$ cat config.mk
export PLATFORM = sky130hd
export DESIGN_NAME = dsp_mac_pipe
export DESIGN_NICKNAME = d
export VERILOG_FILES = /design/src/rtl/dsp_mac_pipe.sv
export SDC_FILE = /design/constraint.sdc
export NUM_CORES = 2
export LEC_CHECK = 0
export ABC_AREA = 1
export BUFFER_PORTS_ARGS = -buffer_cell sky130_fd_sc_hd__buf_2
export CAP_MARGIN = 20
export CORE_AREA = 3 3 245 247
export CTS_CLUSTER_SIZE = 40
export DETAILED_ROUTE_END_ITERATION = 10
export DIE_AREA = 0 0 248 250
export GPL_TIMING_DRIVEN = 1
export HOLD_SLACK_MARGIN = 0.05
export PLACE_DENSITY_LB_ADDON = 0.08
export SLEW_MARGIN = 20
export SYNTH_ARGS = -nofsm -noshare
export SYNTH_HDL_FRONTEND = slang
export SYNTH_SLANG_ARGS = --single-unit
$ cat constraint.sdc
create_clock -name clk -period 12.5 [get_ports clk]
set_input_delay 2.5 -clock clk [delete_from_list [all_inputs] [get_ports clk]]
set_output_delay 2.5 -clock clk [all_outputs]
set_load 0.02 [all_outputs]
$ cat src/rtl/dsp_mac_pipe.sv
// dsp_mac_pipe: parametrised multiply-accumulate pipeline.
// Flow: input register stages (AREG) -> product stage (MREG) -> P stage (always registered).
// Each sample carries its valid bit, opmode and addend through the pipe.
// The accumulator feedback lives only in the P stage, so it is a single-cycle loop at any latency.
module dsp_mac_pipe #(
    parameter int A_WIDTH  = 18,
    parameter int B_WIDTH  = 18,
    parameter int P_WIDTH  = 48,
    parameter int AREG     = 1,
    parameter int MREG     = 1,
    parameter int SIGNED   = 1,
    parameter int SATURATE = 1
) (
    input  logic               clk,
    input  logic               rst_n,
    input  logic               ce,
    input  logic               in_valid,
    input  logic [A_WIDTH-1:0] a,
    input  logic [B_WIDTH-1:0] b,
    input  logic [P_WIDTH-1:0] c,
    input  logic [2:0]         opmode,
    input  logic               ovf_clr,
    output logic               out_valid,
    output logic [P_WIDTH-1:0] p,
    output logic               ovf,
    output logic               ovf_sticky
);

    localparam int AB_W = A_WIDTH + B_WIDTH;
    localparam int X_W  = P_WIDTH + 2;
    localparam int IN_W = 1 + 3 + P_WIDTH + B_WIDTH + A_WIDTH;
    localparam int M_W  = 1 + 3 + P_WIDTH + AB_W;
    localparam logic SGN = (SIGNED != 0);
    localparam logic SAT = (SATURATE != 0);
    localparam logic [P_WIDTH-1:0] S_MIN = {1'b1, {(P_WIDTH-1){1'b0}}};
    localparam logic [P_WIDTH-1:0] S_MAX = {1'b0, {(P_WIDTH-1){1'b1}}};

    generate
        if (P_WIDTH < AB_W) begin : g_bad_pwidth
            $error("dsp_mac_pipe: P_WIDTH must be >= A_WIDTH + B_WIDTH");
        end
        if (AREG < 0 || AREG > 2) begin : g_bad_areg
            $error("dsp_mac_pipe: AREG must be 0, 1 or 2");
        end
        if (MREG < 0 || MREG > 1) begin : g_bad_mreg
            $error("dsp_mac_pipe: MREG must be 0 or 1");
        end
    endgenerate

    // ---------------- input register stages ----------------
    logic [IN_W-1:0] in_bus;
    logic [IN_W-1:0] s1_bus;
    assign in_bus = {in_valid, opmode, c, b, a};

    generate
        if (AREG == 0) begin : g_areg_none
            assign s1_bus = in_bus;
        end else begin : g_areg
            for (genvar gi = 0; gi < AREG; gi++) begin : g_stage
                logic [IN_W-1:0] stage_q;
                logic [IN_W-1:0] stage_d;
                if (gi == 0) begin : g_first
                    assign stage_d = in_bus;
                end else begin : g_chain
                    assign stage_d = g_stage[gi-1].stage_q;
                end
                // Input delay stage: the whole sample bundle shifts one step per ce.
                always_ff @(posedge clk or negedge rst_n) begin
                    if (!rst_n) begin
                        stage_q <= '0;
                    end else if (ce) begin
                        stage_q <= stage_d;
                    end
                end
            end
            assign s1_bus = g_stage[AREG-1].stage_q;
        end
    endgenerate

    logic               s1_valid;
    logic [2:0]         s1_op;
    logic [P_WIDTH-1:0] s1_c;
    logic [B_WIDTH-1:0] s1_b;
    logic [A_WIDTH-1:0] s1_a;
    assign {s1_valid, s1_op, s1_c, s1_b, s1_a} = s1_bus;

    // ---------------- multiplier ----------------
    // Operands are extended to the full product width first, so the low AB_W bits
    // of the product are exact for both signed and unsigned operation.
    logic [AB_W-1:0] a_ext;
    logic [AB_W-1:0] b_ext;
    logic [AB_W-1:0] prod_d;
    assign a_ext  = {{B_WIDTH{SGN & s1_a[A_WIDTH-1]}}, s1_a};
    assign b_ext  = {{A_WIDTH{SGN & s1_b[B_WIDTH-1]}}, s1_b};
    assign prod_d = a_ext * b_ext;

    logic [M_W-1:0] m_bus_d;
    logic [M_W-1:0] m_bus;
    assign m_bus_d = {s1_valid, s1_op, s1_c, prod_d};

    generate
        if (MREG == 0) begin : g_mreg_none
            assign m_bus = m_bus_d;
        end else begin : g_mreg
            logic [M_W-1:0] m_bus_q;
            // Product stage: product travels with its valid, opmode and addend.
            always_ff @(posedge clk or negedge rst_n) begin
                if (!rst_n) begin
                    m_bus_q <= '0;
                end else if (ce) begin
                    m_bus_q <= m_bus_d;
                end
            end
            assign m_bus = m_bus_q;
        end
    endgenerate

    logic               m_valid;
    logic [2:0]         m_op;
    logic [P_WIDTH-1:0] m_c;
    logic [AB_W-1:0]    m_prod;
    assign {m_valid, m_op, m_c, m_prod} = m_bus;

    // ---------------- P stage ----------------
    logic               out_valid_q;
    logic [P_WIDTH-1:0] p_q;
    logic               ovf_q;
    logic               ovf_sticky_q;

    logic [X_W-1:0]     m_x;
    logic [X_W-1:0]     c_x;
    logic [X_W-1:0]     p_x;
    logic [X_W-1:0]     sum_x;
    logic               ovf_d;
    logic [P_WIDTH-1:0] sat_val;
    logic [P_WIDTH-1:0] p_d;

    // Opmode decode; two guard bits keep the exact sum so overflow is detectable.
    always_comb begin
        m_x   = {{(X_W-AB_W){SGN & m_prod[AB_W-1]}}, m_prod};
        c_x   = {{2{SGN & m_c[P_WIDTH-1]}}, m_c};
        p_x   = {{2{SGN & p_q[P_WIDTH-1]}}, p_q};
        sum_x = m_x;
        case (m_op)
            3'b001:  sum_x = m_x + c_x;
            3'b010:  sum_x = p_x + m_x;
            3'b011:  sum_x = p_x - m_x;
            3'b100:  sum_x = c_x;
            3'b101:  sum_x = '0;
            default: sum_x = m_x;
        endcase
    end

    // Range check and clamp/wrap; the top guard bit tells which bound was crossed.
    always_comb begin
        if (SGN) begin
            ovf_d   = !((&sum_x[X_W-1:P_WIDTH-1]) || !(|sum_x[X_W-1:P_WIDTH-1]));
            sat_val = sum_x[X_W-1] ? S_MIN : S_MAX;
        end else begin
            ovf_d   = |sum_x[X_W-1:P_WIDTH];
            sat_val = sum_x[X_W-1] ? '0 : '1;
        end
        p_d = (ovf_d && SAT) ? sat_val : sum_x[P_WIDTH-1:0];
    end

    // Result register: bubbles leave p and ovf untouched.
    always_ff @(posedge clk or negedge rst_n) begin
        if (!rst_n) begin
            out_valid_q <= 1'b0;
            p_q         <= '0;
            ovf_q       <= 1'b0;
        end else if (ce) begin
            out_valid_q <= m_valid;
            if (m_valid) begin
                p_q   <= p_d;
                ovf_q <= ovf_d;
            end
        end
    end

    // Sticky overflow: a new overflow beats a simultaneous clear; the clear ignores ce.
    always_ff @(posedge clk or negedge rst_n) begin
        if (!rst_n) begin
            ovf_sticky_q <= 1'b0;
        end else if (ce && m_valid && ovf_d) begin
            ovf_sticky_q <= 1'b1;
        end else if (ovf_clr) begin
            ovf_sticky_q <= 1'b0;
        end
    end

    assign out_valid  = out_valid_q;
    assign p          = p_q;
    assign ovf        = ovf_q;
    assign ovf_sticky = ovf_sticky_q;

endmodule

* Word-level counts from Yosys, hierarchy flattened
Index checks and enable logic that the tools add are counted.
Storage, ports and cells: output and inout bits 51, memory bits (read-only) 0, memories 0, word-level logic and storage cells 29, latch bits 0, RAM bits 0, register bits 227
Operators by class: order comparisons 0, shift-type cells 0, div/mod/pow operators 0, eq/ne operators 5, $add $sub $neg 3, bitwise logic cells 0, reduce and logical (&&, ||, !) cells 9, $mul 1, mux-type cells 5
Operator list (count):
- 50-bit case mux with 5 select lines | 1
- 48-bit 2-to-1 mux | 2
- 36-bit by 48-bit adder with 49-bit output | 1
- 48-bit by 36-bit adder with 49-bit output | 1
- 48-bit by 36-bit subtractor with 49-bit output | 1
- 18-bit by 18-bit multiplier with 36-bit output | 1
- 3-bit by 2-bit equality test with 1-bit output, second input constant | 2
- 3-bit equality test, second input constant | 2
- 3-bit by 1-bit equality test with 1-bit output, second input constant | 1
- 3-bit AND reduction | 1
- 3-bit OR reduction | 1
- 1-bit logical AND | 2
- 1-bit zero test | 2
- 1-bit 2-to-1 mux | 2
- 2-bit AND reduction | 1
- 2-bit nonzero test | 1
- 1-bit logical OR | 1

* Longest topological paths before layout
depth after elaboration 8, gate-level depth with buffers 33, depth with buffers taken out 32

* Worst setup path before layout
OpenSTA, ideal clock, no wires.
kind reg2reg, start point reg g_areg.g_stage[0].stage_q[17], end point reg g_mreg.m_bus_q[34], cell stages (with the launch flop) 24, arrival 5.749 ns, path buffers 2, setup slack 6.620 ns, cell sequence dfrtp_1 clkbuf_1 buf_1 nand2_1 inv_1 fa_1 inv_1 fa_1 inv_1 ha_1 inv_1 fa_1 inv_1 fa_1 fa_1 ha_1 a21oi_1 o21a_1 o21ai_0 a221oi_1 nand2_1 or2_2 nand3_1 o21ai_0
Between the ends: longest elaborated chain between the ends 1
RTL lines:
- start, declared | RTL line 60 | logic [IN_W-1:0] stage_q;
- start signal, assigned | RTL line 72 | stage_q <= stage_d;
- 18-bit by 18-bit multiplier with 36-bit output | RTL line 95 | assign prod_d = a_ext * b_ext;
- end signal, assigned | RTL line 111 | m_bus_q <= m_bus_d;
- end, declared | RTL line 105 | logic [M_W-1:0] m_bus_q;
Every way passes these cells. A chain may end at the register's enable or synchronous reset.

* Worst setup path in the final report
start point reg g_areg.g_stage[0].stage_q[17], end point reg g_mreg.m_bus_q[29]
The elaborated chain is that of the path after synthesis.

==> reports/results.env <==
RESULT_OF_THE_RUN='completed'
SYNTHESIS.AREA_UM2=31800
GRT_SETUP_UNREPAIRED='false'
SYNTH.LIB_CELLS_USED.DISTINCT=55
DIE_WIDTH_UM=248
CRITICAL_PATH.TOP_DELAY_FAMILY='adder cells'
SYNTH_INSTANCES=4699
FLOORPLAN.DIE.HEIGHT_UM=250
FILLERINSTANCES=5701
GRT_UTIL_ALL_LAYERS_PCT=33.5
DOMINANTREGCELLSYNTH='dfrtp_1'
CTS_ROOT_BUFFER='clkbuf_16'
SETUP_CP_TYPE='reg2reg'
GLOBALROUTEOVERFLOWTOTAL=0
HOLD_VIOLATIONS_FINAL=0
AREA.GROWTH.SYNTH_TO_FINAL_PCT=6.80
ROUTE.LAYER.MET1.WL_UM=42600
POST_ROUTE_CELLS_DRIVE_ABOVE_1_SHARE_PCT=8.26
FIRST_PASS_ITERS=7
CPMAXSTAGEDELAYCELL='dfrtp_1'
SYNTH-WARNING-COUNT=0
DRV.MAX_CAP_VIOLATION_COUNT=0
ANTENNA_CELLS_INSERTED=0
WORST_EP_ARRIVAL_TIME_NS=7.25
ROUTE.DETAILED.WL_PER_INST_UM=18.6
CP_SLOWEST_STAGE_DELAY_NS=0.64
WORSTSETUPSTARTPOINTTYPE='register'
MAPPEDNETLISTNETS=5312
LARGEST_FANOUT_OF_ANY_NET_ON_THE_CRITICAL_PATH=19
DRTITER0DRC=1800
YS_SEQ_AREA_SHARE_PCT=17.9
GLOBALPLACE.CONGESTION=1.05
CLK_TRANSITION_REPORTED_PATHS_NS=0.06
VIAS_PER_CELL=5.26
VIAS=29060
CLOCK_SINKS=227
FINAL.PERIOD_UTILIZATION_PCT=54.5
CLK-INSERTION-DELAY-LATE_NS=0.58
FLOORPLAN.CORE_AREA_UM2=57800
MOSTFREQUENTLAYOUTCELLS='1607 x nand2_1, 995 x inv_1, 331 x fa_1, 251 x nor2_1, 227 x dfrtp_1'
INITIAL_ANTENNA_VIOLATION_COUNT=1
FIRST_GLOBAL_VIAS=28936
DETAIL-ROUTE-ANTENNA-NETS=0
DIE_AREA_UM2=62000
SYNTH_EDF_COUNT=0
CLOCK_TREE.BUFFER_DEPTH=3
CTS_BUFFERS=28
ACHIEVABLE_FREQ_GHz=0.147
CLOCK_TREE.HTREE_LEVEL_COUNT=1
TRITONCTS='done'
MAXSLEWHEADROOM_PCT=34.0
CTS.REPAIR_TIMING.SETUP_BUFFER_COUNT=0
SETUP-TNS-FINAL_NS=0
GRT_START_MAX_NET_PINS=145
ROUTED-WL-MET3_UM=6010
DRT-TOTAL-WL_UM=103000
WORSTMARGINPINSLEW_NS=0.990
SLEW_VIOLATIONS=0
HOLDBUFCOUNTCTS=0
WIRE_LENGTH_OF_THE_FIRST_GLOBAL_ROUTING_PASS_UM=160000
CRIT_PATH_END_KIND='register'
WL_MET2_UM=48200
NUMBER_OF_I_O_PORT_BUFFERS=142
DESIGN.PORTCOUNT=143
TIMING.CLOCK.SKEW_NS=0.0233
CRITICAL_PATH.N_BUFFERS_INVERTERS=8
YOSYS_REGISTER_BITS=227
CTS_RESIZED=0
WORST_PATH_MOST_REPEATED_CELL='inv_1'
POST-ROUTE-MIN-PERIOD_NS=6.82
FINAL_COMMON_CELL='nand2_1'
POST-ROUTE-DRC-COUNT=0
HIGHEST_LAYER='met4'
ASYNC_RESET_FF_SHARE_PCT=100
WORSTPATHREQUIRED_NS=12.93
MIN-DELAY-PATH-CLASS='reg2reg'
PLACEMENT_ROWS=88
DETAILEDPLACEMENTHPWL_UM=85900
REPORT.FINAL.SETUP_VIOL=0
FINISH.NET_COUNT=5354
AVGSYNTHCELLAREA_UM2=6.76
START_UTIL_PCT=55.0
==> layer usage <==
layer	GRT usage, %	vias up
li1	-	14201
met1	43.3	13681
met2	55.6	941
met3	4.25	237
met4	15.8	0
met5	0	-
==> cell type report <==
class / count / area, um2 / area share [%]
Clock buffer: 33 / 751 / 2.21
Clock inverter: 15 / 203 / 0.597
Inverter: 1040 / 3910 / 11.5
Multi-Input combinational cell: 3286 / 21600 / 63.6
Sequential cell: 227 / 5680 / 16.7
Tap cell: 765 / 957 / 2.82
Timing Repair Buffer: 158 / 860 / 2.53
==> synth_stat cells (33+ instances only) <==
library cell / number / area share, %
nand2_1: 1607 / 19
inv_1: 996 / 12
fa_1: 331 / 21
nor2_1: 251 / 3.0
dfrtp_1: 227 / 18
ha_1: 190 / 7.5
a21oi_1: 175 / 2.8
o21ai_0: 166 / 2.6
nand3_1: 165 / 2.6
clkbuf_1: 113 / 1.3
nand4_1: 83 / 1.6
inv_2: 42 / 0.50
xor2_1: 42 / 1.2
nor3_1: 33 / 0.52
==> metrics by stage <==
| stage | setup WS, ns | cell area, um2 | hold WS [ns] | utilization (%) | cells |
|---|---|---|---|---|---|
| after floorplan | 6.62 | 31800 | 0.442 | - | 4699 |
| after global placement | 5.75 | 33000 | 0.454 | 57.1 | 5476 |
| after detailed placement | 5.73 | 33000 | 0.459 | 57.1 | 5476 |
| after CTS | 5.71 | 33900 | 0.474 | 58.7 | 5524 |
| after global routing | 5.42 | 33900 | 0.489 | 58.7 | 5524 |
| final | 5.68 | 33900 | 0.470 | 58.7 | 5524 |
==> cell families after synthesis <==
family	count (synthesis)	synth area share [%]
and+or+nand+nor	2269	29.9
buffers and inverters	1186	14.2
adders and majority gates	521	28.3
AOI/OAI and AO/OA	435	8.01
DFF	227	17.9
xor gates and xnor gates	61	1.68
==> final timing paths <==
path	startpoint	end	slack, ns	cells past startpoint
worst max-delay path	g_areg.g_stage[0].stage_q[17]$_DFFE_PN0P_	g_mreg.m_bus_q[29]$_DFFE_PN0P_	5.68	26
worst min-delay path	g_areg.g_stage[0].stage_q[83]$_DFFE_PN0P_	g_areg.g_stage[0].stage_q[83]$_DFFE_PN0P_	0.47	2
worst max register to register	g_areg.g_stage[0].stage_q[17]$_DFFE_PN0P_	g_mreg.m_bus_q[29]$_DFFE_PN0P_	5.68	26
worst min register to register	g_areg.g_stage[0].stage_q[83]$_DFFE_PN0P_	g_areg.g_stage[0].stage_q[83]$_DFFE_PN0P_	0.47	2
max in group asynchronous	rst_n	p[32]$_DFFE_PN0P_	8.72	3
min in group asynchronous	rst_n	g_areg.g_stage[0].stage_q[20]$_DFFE_PN0P_	1.78	1
==> worst register-to-register path: cells and delay by family (launching register included) <==
kind            cells  cell delay, ns
flops               1            0.64
simple gates       10            1.69
buf+inv             8            0.78
fa+ha+maj           7            3.47
compound gates      1            0.09
==> state kept, by name (all words and copies together) (netlist names) <==
| signal | cells |
|---|---|
| g_mreg.m_bus_q | 88 |
| ovf_sticky | 1 |
| g_areg.g_stage.stage_q | 88 |
| out_valid | 1 |
| ovf | 1 |
| p | 48 |
Power is left out: the tool's default activity adds up to more than one toggle a clock period on the data nets, which glitch-free logic cannot reach.
